### src/rtl/tilink_packet_responder.sv
// Calculator-side TI-link packet layer sitting on top of the dbus byte engine.
// Parses MID/CMD/LEN/data/checksum packets from received bytes, streams the
// payload out, and (optionally) answers each data-bearing packet with a
// 4-byte ACK or ERR reply sent back through the dbus transmitter.
module tilink_packet_responder #(
    parameter logic [7:0] c_MACHINEID = 8'h73,
    parameter bit         c_AUTOACK   = 1'b1
) (
    input  logic        i_clock,
    input  logic        i_reset_n,
    input  logic        i_abort,
    input  logic [7:0]  i_rxdata,
    input  logic        i_rxavail,
    output logic        o_rxread,
    output logic [7:0]  o_txdata,
    output logic        o_txenable,
    input  logic        i_txbusy,
    output logic [7:0]  o_mid,
    output logic [7:0]  o_cmd,
    output logic [15:0] o_len,
    output logic [7:0]  o_pdata,
    output logic        o_pvalid,
    output logic        o_done,
    output logic        o_err
);

    localparam logic [7:0] c_CMD_ACK = 8'h56;
    localparam logic [7:0] c_CMD_ERR = 8'h5A;

    typedef enum logic [3:0] {
        ST_HDR_MID,
        ST_HDR_CMD,
        ST_LEN_L,
        ST_LEN_H,
        ST_DATA,
        ST_CS_L,
        ST_CS_H,
        ST_CHECK,
        ST_REPLY0,
        ST_REPLY1,
        ST_REPLY2,
        ST_REPLY3
    } state_t;

    state_t      state;
    state_t      state_next;

    logic [15:0] checksum;
    logic [15:0] remaining;
    logic [7:0]  cs_low;
    logic        cs_good;
    logic [7:0]  reply_cmd;
    logic [7:0]  reply_byte;

    logic        rx_state;
    logic        tx_state;
    logic        rx_take;
    logic        tx_start;
    logic        tx_ack;
    logic        data_cmd;
    logic [15:0] len_rx;

    assign data_cmd = (o_cmd inside {8'h06, 8'h15, 8'h36, 8'h88, 8'hA2, 8'hC9});
    assign len_rx   = {i_rxdata, o_len[7:0]};
    assign rx_take  = rx_state && i_rxavail && !o_rxread && !i_abort;
    assign tx_start = tx_state && !o_txenable && !i_txbusy && !i_abort;
    assign tx_ack   = tx_state && o_txenable && i_txbusy && !i_abort;

    // Classify the current state as receiving or replying and pick the reply byte.
    always_comb begin
        rx_state   = 1'b0;
        tx_state   = 1'b0;
        reply_byte = 8'h00;
        case (state)
            ST_HDR_MID, ST_HDR_CMD, ST_LEN_L, ST_LEN_H,
            ST_DATA, ST_CS_L, ST_CS_H: begin
                rx_state = 1'b1;
            end
            ST_REPLY0: begin
                tx_state   = 1'b1;
                reply_byte = c_MACHINEID;
            end
            ST_REPLY1: begin
                tx_state   = 1'b1;
                reply_byte = reply_cmd;
            end
            ST_REPLY2, ST_REPLY3: begin
                tx_state = 1'b1;
            end
            default: begin
                rx_state = 1'b0;
            end
        endcase
    end

    // Next-state logic: advance once per consumed byte or per accepted reply byte.
    always_comb begin
        state_next = state;
        if (i_abort) begin
            state_next = ST_HDR_MID;
        end else begin
            case (state)
                ST_HDR_MID: if (rx_take) state_next = ST_HDR_CMD;
                ST_HDR_CMD: if (rx_take) state_next = ST_LEN_L;
                ST_LEN_L:   if (rx_take) state_next = ST_LEN_H;
                ST_LEN_H: begin
                    if (rx_take) begin
                        if (!data_cmd) begin
                            state_next = ST_HDR_MID;
                        end else if (len_rx == 16'd0) begin
                            state_next = ST_CS_L;
                        end else begin
                            state_next = ST_DATA;
                        end
                    end
                end
                ST_DATA:   if (rx_take && remaining == 16'd1) state_next = ST_CS_L;
                ST_CS_L:   if (rx_take) state_next = ST_CS_H;
                ST_CS_H:   if (rx_take) state_next = ST_CHECK;
                ST_CHECK:  state_next = c_AUTOACK ? ST_REPLY0 : ST_HDR_MID;
                ST_REPLY0: if (tx_ack) state_next = ST_REPLY1;
                ST_REPLY1: if (tx_ack) state_next = ST_REPLY2;
                ST_REPLY2: if (tx_ack) state_next = ST_REPLY3;
                ST_REPLY3: if (tx_ack) state_next = ST_HDR_MID;
                default:   state_next = ST_HDR_MID;
            endcase
        end
    end

    // State register.
    always_ff @(posedge i_clock or negedge i_reset_n) begin
        if (!i_reset_n) begin
            state <= ST_HDR_MID;
        end else begin
            state <= state_next;
        end
    end

    // Receive side: rx handshake, header capture, payload streaming, checksum and strobes.
    always_ff @(posedge i_clock or negedge i_reset_n) begin
        if (!i_reset_n) begin
            o_rxread  <= 1'b0;
            o_mid     <= 8'h00;
            o_cmd     <= 8'h00;
            o_len     <= 16'h0000;
            o_pdata   <= 8'h00;
            o_pvalid  <= 1'b0;
            o_done    <= 1'b0;
            o_err     <= 1'b0;
            checksum  <= 16'h0000;
            remaining <= 16'h0000;
            cs_low    <= 8'h00;
            cs_good   <= 1'b0;
            reply_cmd <= 8'h00;
        end else begin
            o_pvalid <= 1'b0;
            o_done   <= 1'b0;
            o_err    <= 1'b0;

            if (i_abort) begin
                o_rxread <= 1'b0;
            end else if (rx_take) begin
                o_rxread <= 1'b1;
            end else if (o_rxread && !i_rxavail) begin
                o_rxread <= 1'b0;
            end

            if (rx_take) begin
                case (state)
                    ST_HDR_MID: o_mid <= i_rxdata;
                    ST_HDR_CMD: o_cmd <= i_rxdata;
                    ST_LEN_L:   o_len[7:0] <= i_rxdata;
                    ST_LEN_H: begin
                        o_len[15:8] <= i_rxdata;
                        if (!data_cmd) begin
                            o_done <= 1'b1;
                        end
                    end
                    ST_DATA: begin
                        o_pdata  <= i_rxdata;
                        o_pvalid <= 1'b1;
                    end
                    ST_CS_L: cs_low <= i_rxdata;
                    ST_CS_H: cs_good <= ({i_rxdata, cs_low} == checksum);
                    default: cs_low <= cs_low;
                endcase
            end

            if (state == ST_CHECK && !i_abort) begin
                o_done    <= cs_good;
                o_err     <= !cs_good;
                reply_cmd <= cs_good ? c_CMD_ACK : c_CMD_ERR;
            end

            if (state_next == ST_HDR_MID) begin
                checksum  <= 16'h0000;
                remaining <= 16'h0000;
            end else if (rx_take && state == ST_LEN_H) begin
                remaining <= len_rx;
            end else if (rx_take && state == ST_DATA) begin
                checksum  <= checksum + {8'h00, i_rxdata};
                remaining <= remaining - 16'd1;
            end
        end
    end

    // Transmit side: offer a reply byte while the dbus is idle, withdraw once it goes busy.
    always_ff @(posedge i_clock or negedge i_reset_n) begin
        if (!i_reset_n) begin
            o_txenable <= 1'b0;
            o_txdata   <= 8'h00;
        end else if (i_abort) begin
            o_txenable <= 1'b0;
        end else if (tx_start) begin
            o_txenable <= 1'b1;
            o_txdata   <= reply_byte;
        end else if (tx_ack) begin
            o_txenable <= 1'b0;
        end
    end

endmodule
### config.mk
export PLATFORM = sky130hd
export DESIGN_NAME = tilink_packet_responder
export DESIGN_NICKNAME = d
export VERILOG_FILES = /design/src/rtl/tilink_packet_responder.sv
export SDC_FILE = /design/constraint.sdc
export NUM_CORES = 1
export LEC_CHECK = 0
export CAP_MARGIN = 10
export CELL_PAD_IN_SITES_DETAIL_PLACEMENT = 1
export CELL_PAD_IN_SITES_GLOBAL_PLACEMENT = 1
export CORE_ASPECT_RATIO = 1.2
export CORE_UTILIZATION = 45
export CTS_BUF_LIST = sky130_fd_sc_hd__clkbuf_4
export DETAILED_ROUTE_END_ITERATION = 8
export PLACE_DENSITY = 0.79
export SLEW_MARGIN = 40
export SYNTH_ARGS = -nofsm -noshare
export SYNTH_HDL_FRONTEND = slang
export SYNTH_SLANG_ARGS = --single-unit
### constraint.sdc
create_clock -name i_clock -period 2.8 [get_ports i_clock]
set_input_delay 0.84 -clock i_clock [delete_from_list [all_inputs] [get_ports i_clock]]
set_output_delay 0.84 -clock i_clock [all_outputs]
set_load 0.01 [all_outputs]
==> impl_metrics.yaml <==
yosys:
  synth.distinct_cells: 58
  synthesis.instances: 488
  synth_warnings: 0
  synth_edf_count: 0
  ys_async_sr_fraction: 1.00
  syn-cell-area_mm2: 0.00505
  synth_flop_cell: "dfrtp_1"
  synth-seq-cells: 97
  yosysSeqAreaShare: 0.480
  syn-mean-instance-area_um2: 10.4
  syn_nets: 512
grt:
  grt_pass1_vias: 4416
  grt_usage: 0.256
  grt_start_max_net_pins: 62
  grt_overflow_total: 0
  antenna_found_initial: 0
  grt_pass1_wl_mm: 23.0
floorplanning:
  fp.dieW_um: 98.8
  initial_utilization: 0.460
  rows: 42
  die_area_mm2: 0.0117
  io_pins: 66
  core_mm2: 0.0110
  die_h_um: 118
sta:
  fin_worst_skew_ps: 20.1
  holdWs_ps: 337
  grt_setup_unrepaired: "no"
  max_freq_mhz: 385
  finalCritPeriodShare: 0.927
  setup_viol: 0
  max_slew_margin: 0.631
  slew_viol_final: 0
  hold_violations: 0
  setup_ws_ps: 204
  worst_pin_slew_ps: 548
  min_period_ps: 2600
setup_path:
  timing.rr.end: "remaining[2]$_DFFE_PN0P_"
  cp_slowest_cell: "or4b_1"
  critical_path_buf_inv_count: 2
  crit_family: "simple AND/OR/NAND/NOR gates"
  arrival_ps: 2950
  worstPathMaxFanout: 32
  path_class: "primary input to flop"
  cp.required_ps: 3150
  r2r-start: "state[3]$_DFF_PN0_"
  end_kind: "flop"
  cp_slowest_stage_delay_ps: 590
  worstPathCellList: "clkdlybuf4s50_1 -> or4b_1 -> nand3_1 -> a21oi_1 -> a311oi_1 -> a31o_2 -> buf_12 -> nor2_1"
  reg2reg_slack_ps: 430
  worst-path-stages: 8
  critPathLaunchType: "primary input"
  r2r.worst_path.cells: 7
cts:
  cts_tree: "done"
  ctsHoldBuffers: 0
  cts_buffers: 9
  clk_latency_ps: 460
  clockBufferDepth: 2
  clkTransAtPathRegs_ps: 140
  root_buffer: "clkbuf_4"
  htree_levels: 3
  postCtsResizedCells: 0
  cts_setup_buffers: 0
  clock-sinks: 97
detailed_routing:
  drc_errors: 0
  drtPass1Iterations: 4
  drt_wl_total_mm: 13.8
  wl_per_cell_um: 19.4
  dr.first_iter.drc_count: 133
  antenna_left: 0
  via_count: 4041
  vias_per_cell: 5.68
power:
  ir_drop_v: 0.000346
  p_per_area_mw_per_mm2: 615
  p_seq_frac: 0.489
  power_switching_mw: 1.25
  p_leak_nw: 2.87
  p_clk_frac: 0.204
  switching_share: 0.326
  p_comb_frac: 0.308
  p_int_mw: 2.58
cells_and_area:
  fin_nets: 599
  fin_area_mm2: 0.00623
  areaGrowthSynthToFinish_pct: 23.2
  layout-drive-gt1-share: 0.207
  antennaDiodeCount: 0
outcome:
  status: "complete, no violations"
min_path:
  hold_class: "primary input to async pin"
placed_design:
  post-place-ws_ps: -262
  numPortBuffers: 64
  dp_hpwl_mm: 10.1
  place_area_mm2: 0.00609
  gp_congestion: 0.879
run:
  drv_cap: 0
routing by layer:
metal	up-vias	wire length [um]	track usage
met5	-	0	0
met4	0	318	0.0877
met3	24	374	0.0416
met2	59	7430	0.455
met1	2081	5700	0.310
li1	1877	-	-
final cells by class:
cell class	count	area [um^2]
clock buffers	9	67.6
clock inverters	7	75.1
fillers	1207	4750
inverters	8	31.3
multi-input cells	351	2430
flip-flops and latches	97	2430
well taps	132	165
repair buffers	108	1030
stage by stage:
step	utilization	setup TNS, ps	power (mW)	instances
floorplan	-	0	2.38	488
global placement	0.554	-7990	3.03	696
detailed placement	0.554	-9600	3.08	696
CTS	0.567	0	3.88	712
global route	0.567	0	4.04	712
finish	0.567	0	3.83	712
cells in the final DEF (no fill, tap or decap), drive strengths merged, types with 6 or more instances in the layout:
cell type	instances
dfrtp	97
nand2	73
clkdlybuf4s50	63
buf	45
nor2	44
mux2	34
xor2	29
a21oi	19
a211oi	18
xnor2	15
nor4	14
o21ai	13
nor3	12
inv	11
ha	10
clkbuf	9
nand4	6
power groups by stage:
stage	Combinational (mW)	Clock (mW)	Sequential, mW
finish	1.18	0.781	1.87
global route	1.27	0.868	1.91
CTS	1.19	0.815	1.88
detailed placement	1.18	0	1.90
global placement	1.14	0	1.89
floorplan	0.458	0	1.92
state kept, by name (all words and copies together) (netlist names):
| name | cells |
|---|---|
| checksum | 16 |
| cs_good | 1 |
| cs_low | 8 |
| o_cmd | 8 |
| o_done | 1 |
| o_err | 1 |
| o_len | 16 |
| o_mid | 8 |
| o_pdata | 8 |
| o_pvalid | 1 |
| o_rxread | 1 |
| o_txdata | 4 |
| o_txenable | 1 |
| remaining | 16 |
| reply_cmd | 3 |
| state | 4 |
kinds of logic after synthesis:
logic type / Yosys count / synth area share
DFF: 97 / 0.480
adders and majority gates: 11 / 0.0287
muxes: 34 / 0.0757
buffers and inverters: 40 / 0.0389
AOI/OAI and AO/OA: 74 / 0.108
and+or+nand+nor: 187 / 0.192
other: 1 / 0.000742
xor gates and xnor gates: 44 / 0.0762
cell usage after synthesis, types with 6 or more instances:
master / number / area, um^2
dfrtp_1: 97 / 2430
nand2_1: 72 / 270
nor2_1: 43 / 161
mux2_2: 34 / 383
xor2_1: 29 / 254
a21oi_1: 19 / 95.1
clkbuf_1: 15 / 56.3
xnor2_1: 15 / 131
nor4_1: 13 / 81.3
a211oi_2: 12 / 150
o21ai_0: 12 / 60.1
ha_1: 10 / 125
nor3_1: 10 / 50.1
buf_2: 9 / 45.0
inv_1: 7 / 26.3
a211oi_1: 6 / 45.0
nand4_1: 6 / 37.5
worst max path at each step:
stage                 from                       end  slack (ps)
2_1_floorplan  i_rxdata[0]  checksum[14]$_DFFE_PN0P_         220
3_3_place_gp       i_abort  remaining[0]$_DFFE_PN0P_        -220
3_5_place_dp       i_abort  remaining[2]$_DFFE_PN0P_        -260
4_1_cts        i_rxdata[0]  checksum[12]$_DFFE_PN0P_         250
5_1_grt        i_rxdata[0]   checksum[6]$_DFFE_PN0P_          90
6_report           i_abort  checksum[12]$_DFFE_PN0P_         200
Note: power is estimated with default switching activity, not from simulation.
